--- src/rtl/raster_pkg.sv ---
// Shared raster definitions: screen defaults, scanner states and the 128-bit triangle layout.
package raster_pkg;

    localparam int unsigned H_RES_DEF = 320;
    localparam int unsigned V_RES_DEF = 240;

    localparam int unsigned CW     = 16;   // triangle field width
    localparam int unsigned TRI_W  = 128;
    localparam int unsigned XW     = 9;
    localparam int unsigned YW     = 8;
    localparam int unsigned AW     = 17;
    localparam int unsigned AREA_W = 33;

    // Field offsets: color|p1x|p1y|p2x|p2y|p3x|p3y|depth, color in the top bits
    localparam int unsigned COLOR_LSB = 112;
    localparam int unsigned P1X_LSB   = 96;
    localparam int unsigned P1Y_LSB   = 80;
    localparam int unsigned P2X_LSB   = 64;
    localparam int unsigned P2Y_LSB   = 48;
    localparam int unsigned P3X_LSB   = 32;
    localparam int unsigned P3Y_LSB   = 16;
    localparam int unsigned DEPTH_LSB = 0;

    typedef enum logic [1:0] {
        ST_IDLE  = 2'd0,
        ST_SETUP = 2'd1,
        ST_SCAN  = 2'd2,
        ST_DRAIN = 2'd3
    } state_t;

    function automatic logic signed [CW-1:0] tri_field(input logic [TRI_W-1:0] t,
                                                       input int unsigned lsb);
        return $signed(t[lsb +: CW]);
    endfunction

endpackage

--- src/rtl/bbox_clamp.sv ---
// Combinational bounding box of three signed vertices, clamped to the screen, with an
// empty flag for boxes lying entirely off-screen.
module bbox_clamp
    import raster_pkg::*;
#(
    parameter int unsigned H_RES = H_RES_DEF,
    parameter int unsigned V_RES = V_RES_DEF
) (
    input  logic signed [CW-1:0] x1,
    input  logic signed [CW-1:0] y1,
    input  logic signed [CW-1:0] x2,
    input  logic signed [CW-1:0] y2,
    input  logic signed [CW-1:0] x3,
    input  logic signed [CW-1:0] y3,
    output logic [XW-1:0]        x_lo,
    output logic [XW-1:0]        x_hi,
    output logic [YW-1:0]        y_lo,
    output logic [YW-1:0]        y_hi,
    output logic                 empty
);

    localparam int unsigned EW = CW + 1;
    localparam logic signed [EW-1:0] X_LIM = EW'(H_RES);
    localparam logic signed [EW-1:0] Y_LIM = EW'(V_RES);

    logic signed [CW-1:0] xmin, xmax, ymin, ymax;
    logic signed [EW-1:0] xmin_e, xmax_e, ymin_e, ymax_e;

    always_comb begin
        xmin = x1;
        xmax = x1;
        ymin = y1;
        ymax = y1;
        if (x2 < xmin) xmin = x2;
        if (x3 < xmin) xmin = x3;
        if (x2 > xmax) xmax = x2;
        if (x3 > xmax) xmax = x3;
        if (y2 < ymin) ymin = y2;
        if (y3 < ymin) ymin = y3;
        if (y2 > ymax) ymax = y2;
        if (y3 > ymax) ymax = y3;

        xmin_e = EW'(xmin);
        xmax_e = EW'(xmax);
        ymin_e = EW'(ymin);
        ymax_e = EW'(ymax);

        // Empty uses the unclamped extremes so a box wholly off one edge never scans
        empty = xmax[CW-1] || ymax[CW-1] || (xmin_e >= X_LIM) || (ymin_e >= Y_LIM);

        x_lo = xmin[CW-1] ? '0 : XW'(xmin);
        y_lo = ymin[CW-1] ? '0 : YW'(ymin);
        x_hi = (xmax_e >= X_LIM) ? XW'(H_RES - 1) : XW'(xmax);
        y_hi = (ymax_e >= Y_LIM) ? YW'(V_RES - 1) : YW'(ymax);
    end

endmodule

--- src/rtl/triangle_scanner.sv ---
// Scans the clamped bounding box of a triangle in row-major order, reading the framebuffer
// and presenting each pixel FB_LATENCY cycles later. TRIANGLE_SCANNER_CULL_EN drops zero-area triangles.
module triangle_scanner
    import raster_pkg::*;
#(
    parameter int unsigned H_RES      = H_RES_DEF,
    parameter int unsigned V_RES      = V_RES_DEF,
    parameter int unsigned FB_LATENCY = 2
) (
    input  logic              clk,
    input  logic              rst,
    input  logic [TRI_W-1:0]  tri_in,
    input  logic              tri_valid_in,
    output logic              tri_ready_out,
    output logic [AW-1:0]     fb_addr_out,
    output logic              fb_rd_en_out,
    input  logic [31:0]       fb_data_in,
    output logic [XW-1:0]     xcoord_out,
    output logic [YW-1:0]     ycoord_out,
    output logic [31:0]       pixel_data_out,
    output logic [TRI_W-1:0]  triangle_out,
    output logic              pixel_out_valid,
    output logic              busy_out
);

    localparam int unsigned DW = 3;

    state_t state, state_d;

    logic [TRI_W-1:0] tri_d;
    logic [XW-1:0]    xlo_q, xhi_q, xlo_d, xhi_d, cur_x, x_d;
    logic [YW-1:0]    yhi_q, yhi_d, cur_y, y_d;
    logic [AW-1:0]    wrap_q, wrap_d, addr_d;
    logic [DW-1:0]    drain_cnt, drain_d;
    logic             rd_d, ready_d, busy_d;

    logic [XW-1:0] bx_lo, bx_hi;
    logic [YW-1:0] by_lo, by_hi;
    logic          bb_empty, cull, box_empty;

    logic          pv [FB_LATENCY];
    logic [XW-1:0] px [FB_LATENCY];
    logic [YW-1:0] py [FB_LATENCY];

    bbox_clamp #(
        .H_RES (H_RES),
        .V_RES (V_RES)
    ) u_bbox (
        .x1    (tri_field(triangle_out, P1X_LSB)),
        .y1    (tri_field(triangle_out, P1Y_LSB)),
        .x2    (tri_field(triangle_out, P2X_LSB)),
        .y2    (tri_field(triangle_out, P2Y_LSB)),
        .x3    (tri_field(triangle_out, P3X_LSB)),
        .y3    (tri_field(triangle_out, P3Y_LSB)),
        .x_lo  (bx_lo),
        .x_hi  (bx_hi),
        .y_lo  (by_lo),
        .y_hi  (by_hi),
        .empty (bb_empty)
    );

`ifdef TRIANGLE_SCANNER_CULL_EN
    logic signed [AREA_W-1:0] ex1, ey1, ex2, ey2, area;

    // Twice the signed area; zero means the vertices are collinear
    always_comb begin
        ex1  = AREA_W'(tri_field(triangle_out, P2X_LSB)) - AREA_W'(tri_field(triangle_out, P1X_LSB));
        ey1  = AREA_W'(tri_field(triangle_out, P2Y_LSB)) - AREA_W'(tri_field(triangle_out, P1Y_LSB));
        ex2  = AREA_W'(tri_field(triangle_out, P3X_LSB)) - AREA_W'(tri_field(triangle_out, P1X_LSB));
        ey2  = AREA_W'(tri_field(triangle_out, P3Y_LSB)) - AREA_W'(tri_field(triangle_out, P1Y_LSB));
        area = AREA_W'(ex1 * ey2) - AREA_W'(ey1 * ex2);
        cull = (area == '0);
    end
`else
    assign cull = 1'b0;
`endif

    assign box_empty = bb_empty | cull;

    // State register
    always_ff @(posedge clk) begin
        if (!rst) state <= ST_IDLE;
        else      state <= state_d;
    end

    // Next state and next datapath values
    always_comb begin
        state_d = state;
        tri_d   = triangle_out;
        xlo_d   = xlo_q;
        xhi_d   = xhi_q;
        yhi_d   = yhi_q;
        wrap_d  = wrap_q;
        x_d     = cur_x;
        y_d     = cur_y;
        addr_d  = fb_addr_out;
        rd_d    = 1'b0;
        drain_d = drain_cnt;

        case (state)
            ST_IDLE: begin
                if (tri_valid_in && tri_ready_out) begin
                    tri_d   = tri_in;
                    state_d = ST_SETUP;
                end
            end
            ST_SETUP: begin
                if (box_empty) begin
                    state_d = ST_IDLE;
                end else begin
                    state_d = ST_SCAN;
                    xlo_d   = bx_lo;
                    xhi_d   = bx_hi;
                    yhi_d   = by_hi;
                    // Row wrap step: back to xmin on the next line
                    wrap_d  = AW'(H_RES) - AW'(bx_hi - bx_lo);
                    x_d     = bx_lo;
                    y_d     = by_lo;
                    addr_d  = AW'(AW'(by_lo) * AW'(H_RES)) + AW'(bx_lo);
                    rd_d    = 1'b1;
                end
            end
            ST_SCAN: begin
                if (cur_x == xhi_q) begin
                    if (cur_y == yhi_q) begin
                        state_d = ST_DRAIN;
                        drain_d = '0;
                    end else begin
                        rd_d   = 1'b1;
                        x_d    = xlo_q;
                        y_d    = cur_y + YW'(1);
                        addr_d = fb_addr_out + wrap_q;
                    end
                end else begin
                    rd_d   = 1'b1;
                    x_d    = cur_x + XW'(1);
                    addr_d = fb_addr_out + AW'(1);
                end
            end
            ST_DRAIN: begin
                if (drain_cnt == DW'(FB_LATENCY - 1)) state_d = ST_IDLE;
                else                                  drain_d = drain_cnt + DW'(1);
            end
            default: state_d = ST_IDLE;
        endcase

        ready_d = (state_d == ST_IDLE);
        busy_d  = (state_d != ST_IDLE);
    end

    // Datapath and read-delay pipeline
    always_ff @(posedge clk) begin
        if (!rst) begin
            triangle_out  <= '0;
            xlo_q         <= '0;
            xhi_q         <= '0;
            yhi_q         <= '0;
            wrap_q        <= '0;
            cur_x         <= '0;
            cur_y         <= '0;
            fb_addr_out   <= '0;
            fb_rd_en_out  <= 1'b0;
            drain_cnt     <= '0;
            tri_ready_out <= 1'b0;
            busy_out      <= 1'b0;
            for (int i = 0; i < FB_LATENCY; i++) begin
                pv[i] <= 1'b0;
                px[i] <= '0;
                py[i] <= '0;
            end
        end else begin
            triangle_out  <= tri_d;
            xlo_q         <= xlo_d;
            xhi_q         <= xhi_d;
            yhi_q         <= yhi_d;
            wrap_q        <= wrap_d;
            cur_x         <= x_d;
            cur_y         <= y_d;
            fb_addr_out   <= addr_d;
            fb_rd_en_out  <= rd_d;
            drain_cnt     <= drain_d;
            tri_ready_out <= ready_d;
            busy_out      <= busy_d;
            pv[0]         <= fb_rd_en_out;
            px[0]         <= cur_x;
            py[0]         <= cur_y;
            for (int i = 1; i < FB_LATENCY; i++) begin
                pv[i] <= pv[i-1];
                px[i] <= px[i-1];
                py[i] <= py[i-1];
            end
        end
    end

    assign pixel_out_valid = pv[FB_LATENCY-1];
    assign xcoord_out      = px[FB_LATENCY-1];
    assign ycoord_out      = py[FB_LATENCY-1];
    // Read data lands in the same cycle as the delayed strobe, so it passes straight through
    assign pixel_data_out  = pixel_out_valid ? fb_data_in : 32'h0;

endmodule

--- config.mk ---
export PLATFORM = sky130hd
export DESIGN_NAME = triangle_scanner
export DESIGN_NICKNAME = d
export VERILOG_FILES = /design/src/rtl/raster_pkg.sv /design/src/rtl/bbox_clamp.sv /design/src/rtl/triangle_scanner.sv
export SDC_FILE = /design/constraint.sdc
export NUM_CORES = 1
export LEC_CHECK = 0
export CAP_MARGIN = 10
export CELL_PAD_IN_SITES_DETAIL_PLACEMENT = 1
export CELL_PAD_IN_SITES_GLOBAL_PLACEMENT = 1
export CORE_AREA = 5 5 201 203
export CTS_BUF_LIST = sky130_fd_sc_hd__clkbuf_4 sky130_fd_sc_hd__clkbuf_8 sky130_fd_sc_hd__clkbuf_16
export DETAILED_ROUTE_END_ITERATION = 12
export DIE_AREA = 0 0 206 208
export GPL_ROUTABILITY_DRIVEN = 0
export PLACE_DENSITY = 0.95
export SLEW_MARGIN = 20
export SYNTH_ARGS = -nofsm -noshare
export SYNTH_HDL_FRONTEND = slang
export SYNTH_SLANG_ARGS = --single-unit
--- constraint.sdc ---
create_clock -name clk -period 12.9 [get_ports clk]
set_input_delay 3.87 -clock clk [delete_from_list [all_inputs] [get_ports clk]]
set_output_delay 3.87 -clock clk [all_outputs]
set_load 0.01 [all_outputs]
* Yosys cells after proc, flatten, opt, wreduce, memory -nomap -nowiden
Memory sizes are Yosys's and may differ from the RTL's. Cells that the tools add are included.
Word-level totals: memories 3, bits in writable memories 36, flip-flop bits (word level) 213
Memories:
- px | words 2, bits a word 9, read ports 2, clocked after Yosys merged registers in 0, wr ports 2, RTL line triangle_scanner.sv:42 | logic [XW-1:0] px [FB_LATENCY];
- py | words 2, bits a word 8, read ports 2, clocked after Yosys merged registers in 0, wr ports 2, RTL line triangle_scanner.sv:43 | logic [YW-1:0] py [FB_LATENCY];
- pv | words 2, bits a word 1, read ports 2, clocked after Yosys merged registers in 0, wr ports 2, RTL line triangle_scanner.sv:41 | logic pv [FB_LATENCY];
Operators by class: equality and inequality tests 12, add/subtract/negate cells 8, bitwise gates (word level) 7, multiply operators 1, $lt $le $gt $ge 12, reductions and logical operators 14, multiplexer cells 47
Operators with widths (number):
- $mux 16 | 8
- $gt 16x16->1 | 4
- $lt 16x16->1 | 4
- $mux 9 | 7
- $mux 8 | 7
- $mux 17 | 3
- $pmux 17 s2 | 1
- $ge 16x10->1 const B | 2
- $ge 16x9->1 const B | 2
- $mux 32 | 1
- $pmux 9 s2 | 1
- $add 17x1->17 const B | 1
- $add 17x17->17 | 1
- $add 17x9->17 | 1
- $pmux 8 s2 | 1
- $mul 8x3->11 const B | 1
- $sub 10x10->11 const A | 1
- $mux 2 | 5
- $ne 2x2->1 const B | 5
- $sub 9x9->10 | 1
- $add 9x1->9 const B | 1
- $eq 9x9->1 | 1
- $mux 3 | 3
- $add 8x1->8 const B | 1
- other kinds (19) | 38

* Longest topological paths before layout
word-level depth 10, mapped depth 37, mapped depth without buffers 32

* Cells and area by module
From an unflattened synthesis, not the netlist that was laid out.
Second synthesis, totals: cell total of the unflattened synthesis 1931, area total of the unflattened synthesis 15295.9 µm²
By module, submodules not included:
- triangle_scanner | cells an instance 1412, area each 11379.7 µm², times used 1, sequential area each 4864.7 µm²
- bbox_clamp | cells an instance 519, area each 3916.3 µm², times used 1, sequential area each 0.0 µm²

* Least setup slack after synthesis
No wires, ideal clock.
path kind in2out, start point input fb_data_in[0], end point output pixel_data_out[0], stages on the path 1, arrival 4.035 ns, data required time 9.030 ns, path buffers 0, slack 4.995 ns, cell sequence and2_1
Between the ends: longest elaborated chain between the ends 1
Ends and longest elaborated chain:
- from (decl) | RTL line triangle_scanner.sv:17 | input logic [31:0] fb_data_in,
- $mux 32 | RTL line triangle_scanner.sv:199 | assign pixel_data_out = pixel_out_valid ? fb_data_in : 32'h0;
- to (decl) | RTL line triangle_scanner.sv:20 | output logic [31:0] pixel_data_out,
No other way between the ends.

* Worst setup path after layout
start point register triangle_out[111], end point register wrap_q[8]
Between the ends: longest elaborated chain between the ends 9, elaborated cells on any way between the ends 19, classes of those cells add/sub (2); order compare (6); mux (6); bitwise (1); reduce/logical (4)
Ends and longest elaborated chain:
- from (decl) | RTL line triangle_scanner.sv:21 | output logic [TRI_W-1:0] triangle_out,
- from (signal assigned) | RTL line triangle_scanner.sv:172 | triangle_out <= tri_d;
- branches (longest 9 deep; another with $gt 16x16->1)
- to (signal assigned) | RTL line triangle_scanner.sv:176 | wrap_q <= wrap_d;
- to (decl) | RTL line triangle_scanner.sv:33 | logic [AW-1:0] wrap_q, wrap_d, addr_d;
Several ways; the timed one is not identified. A chain may end at the register's enable or synchronous reset.

==> summary.txt <==
OUTCOME
----------------------------------------------------------------------------------
Outcome                                                                  completed

CLOCK TREE
----------------------------------------------------------------------------------
Cell chosen for the clock root                                        sky130_fd_sc_hd__clkbuf_16
Insertion delay of the later-clocked pin in the worst-skew pair            0.57 ns
Count of cells resized by post-cts repair                                        0
Clock sink count                                                               243
TritonCTS clock tree                                                         built
Hold buffer count at CTS                                                         0
Number of buffers between clock root and the deepest sink                        3
Number of setup buffers added after CTS                                          0
Number of buffers created by CTS                                                29
Clock transition at the registers of the reported paths                    0.06 ns
Total number of H-tree levels                                                    1

WORST SETUP PATH
----------------------------------------------------------------------------------
Critical register-to-register path endpoint                           wrap_q[8]$_SDFFE_PN0P_
Class of the most critical setup path                                 flop to flop
Start of the worst register-to-register path                          triangle_out[111]$_SDFFE_PN0P_
Maximum fanout along the worst path                                             21
Capturing element type of the critical path                                   flop
Worst-path cell with the longest stage delay                          sky130_fd_sc_hd__a21boi_4
Worst path arrival time                                                    9.50 ns
Minimum setup slack among reg-to-reg paths                                 3.89 ns
Critical Path RT                                                          13.39 ns
Highest cell delay on the worst timing path                                0.67 ns
Critical path startpoint category                                             flop
FF-to-FF path depth                                                             31
Cell type with the highest occurrence count on the critical path      sky130_fd_sc_hd__ha_1

TIMING
----------------------------------------------------------------------------------
Final hold vios                                                                  0
Fin crit period                                                            9.01 ns
Setup violation total in the final timing report                                 0
Setup repair after global routing missed its margin                          false
Worst Tran Pin Value                                                       1.07 ns
Summed negative setup slack over all endpoints                                0 ns
Fin Clk Skew                                                             0.0261 ns
Top achievable clock speed                                               0.111 GHz
Period utilization                                                           69.8%
Post-layout worst setup margin                                             3.89 ns
Pins over their slew limit                                                       0
Slew headroom                                                                28.9%
Final worst hold slack                                                    0.440 ns

DETAILED ROUTING
----------------------------------------------------------------------------------
Post-detailed-route via-to-cell ratio                                         5.65
Number of remaining DRC errors                                                   0
Total Wirelength                                                         57,600 um
ANT nets after route                                                             0
First DRT Iteration DRCs                                                       987
Vias                                                                        15,600
First drt pass iteration count                                                   6
Detailed-route wire length per cell                                        20.9 um

WORST HOLD PATH
----------------------------------------------------------------------------------
Worst Hold Endpoint                                                   py[0][15]$_SDFF_PN0_
Worst hold stages                                                                1
Launch instance of the worst min-delay path                           py[0][7]$_SDFF_PN0_
Type of the tightest min-delay check                                  flop to flop

SYNTH
----------------------------------------------------------------------------------
Main combinational cell family by area after synthesis                simple AND/OR/NAND/NOR gates
Post-synth ARST share                                                           0%
Synth unique cells                                                              75
Post-synth EDFFs                                                                 0
Synthesis warning total                                                          0
Synth Net Count                                                              2,240
Mapped Area                                                             15,200 um2
Cell count after synthesis                                                   1,929
Post-Synth Adder-Cell Area                                                   12.4%
Top-area cell type share of the netlist area                                 32.1%
Most area-hungry cell type in the Yosys netlist                       sky130_fd_sc_hd__dfxtp_1
Share of synthesized area occupied by flip-flops and latches                 32.1%
Number of register bits inferred by synthesis                                  243
Share of the synthesized area in compound gates (AO/OA/AOI/OAI)              19.7%
Post-synthesis xor/xnor area fraction                                        3.86%
Most instantiated flip-flop cell in the synthesis netlist             sky130_fd_sc_hd__dfxtp_1
Post-synthesis simple-gate area fraction                                     22.2%
Multiplexer area fraction after synthesis                                    4.24%
Leading cell types by total area after synthesis                      sky130_fd_sc_hd__dfxtp_1 32%, sky130_fd_sc_hd__ha_1 12%, sky130_fd_sc_hd__nand2_1 8.3%
Syn Area/Cell                                                             7.86 um2

LAYOUT
----------------------------------------------------------------------------------
Area growth, synth to finish                                                 32.5%
Layout Nets                                                                  2,524
Post-route insts no fill                                                     2,757
Fillcell total                                                               4,571
Share of final-layout standard cells stronger than drive strength 1          4.92%

JOB
----------------------------------------------------------------------------------
Number of max-cap violations                                                     0

PLACEMENT
----------------------------------------------------------------------------------
Number of buffer cells added on primary ports                                  360
Worst slack after detailed placement                                       3.92 ns
Post-Place Cells                                                             2,700
Half-perimeter wire length after placement                               43,300 um

FLOORPLANNING
----------------------------------------------------------------------------------
Die Footprint                                                           42,800 um2
Width of the die                                                            206 um
Num rows                                                                        72
Core Footprint                                                          38,300 um2
Effective utilization at floorplan                                           39.6%
Die height                                                                  208 um
I/O pin count                                                                  361

GRT
----------------------------------------------------------------------------------
Vias in the first global route                                              16,700
Number of antenna violations at the first check in global routing                4
Total congestion overflow after global routing                                   0
Largest net degree at the start of global routing                              105
Overall global routing resource usage                                        25.6%
Wire length of the first global-routing pass                             90,400 um

PWR
----------------------------------------------------------------------------------
Max VDD drop                                                            0.000297 V
PD cells                                                                307 nW/um2
Leakage power                                                              7.86 nW

-- layout by cell type, fill, tap and decap left out, types with 6 or more instances in the layout --
cell and instances:
sky130_fd_sc_hd__xnor2_1 51, sky130_fd_sc_hd__a31o_2 10, sky130_fd_sc_hd__clkbuf_16 29, sky130_fd_sc_hd__o21ai_0 67, sky130_fd_sc_hd__nand2b_1 9, sky130_fd_sc_hd__a31oi_1 19
sky130_fd_sc_hd__buf_4 11, sky130_fd_sc_hd__nor3b_1 7, sky130_fd_sc_hd__xor2_1 13, sky130_fd_sc_hd__mux2i_1 56, sky130_fd_sc_hd__and2_1 86, sky130_fd_sc_hd__inv_1 72
sky130_fd_sc_hd__nand3_1 37, sky130_fd_sc_hd__nand4_1 31, sky130_fd_sc_hd__o21a_1 11, sky130_fd_sc_hd__and3_1 8, sky130_fd_sc_hd__nor4_1 8, sky130_fd_sc_hd__o21bai_1 11
sky130_fd_sc_hd__o31ai_1 8, sky130_fd_sc_hd__clkdlybuf4s50_1 359, sky130_fd_sc_hd__nor2_1 125, sky130_fd_sc_hd__ha_1 144, sky130_fd_sc_hd__or2_2 6, sky130_fd_sc_hd__a21oi_1 243
sky130_fd_sc_hd__nand2_1 335, sky130_fd_sc_hd__nor3_1 27, sky130_fd_sc_hd__a211oi_1 25, sky130_fd_sc_hd__a211o_1 9, sky130_fd_sc_hd__a21o_1 28, sky130_fd_sc_hd__nor2b_1 26
sky130_fd_sc_hd__dfxtp_1 243
-- cell families (layout without fill, tap and decap cells) --
family | after synthesis | after routing
AND/OR/NAND/NOR | 729 | 729
flip-flops | 243 | 243
AO/OA/AOI/OAI | 488 | 488
XOR/XNOR | 66 | 66
adder cells (fa/ha/maj) | 148 | 148
buffers and inverters | 193 | 500
other | 0 | 3
multiplexers | 62 | 62
-- state kept, by name, indices dropped and copies added, names as in the netlist --
signal / flops
busy_out: 1
cur_x: 9
cur_y: 8
drain_cnt: 3
fb_addr_out: 17
fb_rd_en_out: 1
pv: 2
px: 18
py: 16
state: 2
tri_ready_out: 1
triangle_out: 128
wrap_q: 11
xhi_q: 9
xlo_q: 9
yhi_q: 8
-- critical path: cells and delay by family (launching register included) --
family	cells	cell delay [ns]
AND/OR/NAND/NOR	11	2.43
flip-flops	1	0.42
AO/OA/AOI/OAI	12	3.78
XOR/XNOR	1	0.28
adder cells (fa/ha/maj)	4	1.40
buffers and inverters	2	0.33
multiplexers	1	0.26
-- worst max path at each step --
stage                                              start                endpoint  slack, ns  depth (start not counted)
after floorplan                            fb_data_in[0]       pixel_data_out[0]       5.00                          1
after global placement                    fb_data_in[11]      pixel_data_out[11]       4.00                          3
after detailed placement  triangle_out[111]$_SDFFE_PN0P_  wrap_q[9]$_SDFFE_PN0P_       3.92                         31
after CTS                 triangle_out[111]$_SDFFE_PN0P_  wrap_q[8]$_SDFFE_PN0P_       3.79                         30
after global routing      triangle_out[111]$_SDFFE_PN0P_  wrap_q[8]$_SDFFE_PN0P_       3.25                         31
final                     triangle_out[111]$_SDFFE_PN0P_  wrap_q[8]$_SDFFE_PN0P_       3.89                         31
-- power breakdown --
part	switching [mW]	internal, mW
Clock	0.351	0.552
Combinational	2.61	1.64
Sequential	0.146	0.866
Total	3.10	3.06
-- metrics by stage --
| step | area, um2 | total power [mW] | util, % |
|---|---|---|---|
| after floorplan | 15200 | 3.98 | - |
| after global placement | 19000 | 4.83 | 49.6 |
| after detailed placement | 19000 | 5.09 | 49.6 |
| after CTS | 20100 | 6.12 | 52.4 |
| after global routing | 20100 | 6.62 | 52.5 |
| final | 20100 | 6.16 | 52.5 |
-- layer usage --
layer | GRT usage, % | vias to the layer above | part of all wire (%)
met5 | 0 | - | 0.023
met4 | 10.2 | 2 | 4.2
met3 | 4.02 | 155 | 6.4
met2 | 45.4 | 569 | 49
met1 | 30.8 | 7564 | 40
li1 | - | 7275 | -
-- cell type report --
| type | instances | area (um2) | share of cell area (%) |
|---|---|---|---|
| timing repair buffer | 371 | 3680 | 18.3 |
| antenna | 3 | 7.51 | 0.0374 |
| inverter | 75 | 287 | 1.43 |
| sequential | 243 | 4860 | 24.2 |
| clock inverter | 17 | 250 | 1.25 |
| clock buffer | 37 | 817 | 4.07 |
| multi-input combinational | 1493 | 9540 | 47.5 |
| tap | 518 | 648 | 3.23 |
-- Yosys cell counts (all sizes together), types with 8 or more instances --
master  number
nor2       125
nand4       32
nand2b       9
o21a        11
mux2i       57
o21ai       72
a31oi       19
clkbuf      84
nand3       39
buf         34
dfxtp      243
ha         144
xnor2       52
nand2      335
nor4         9
a31o        10
o21bai      11
a211oi      29
o31ai        8
xor2        14
nor3        27
nor2b       26
and3        10
a211o        9
a21o        28
a21oi      243
and2        86
inv         73
Note: power is estimated with default switching activity, not from simulation.
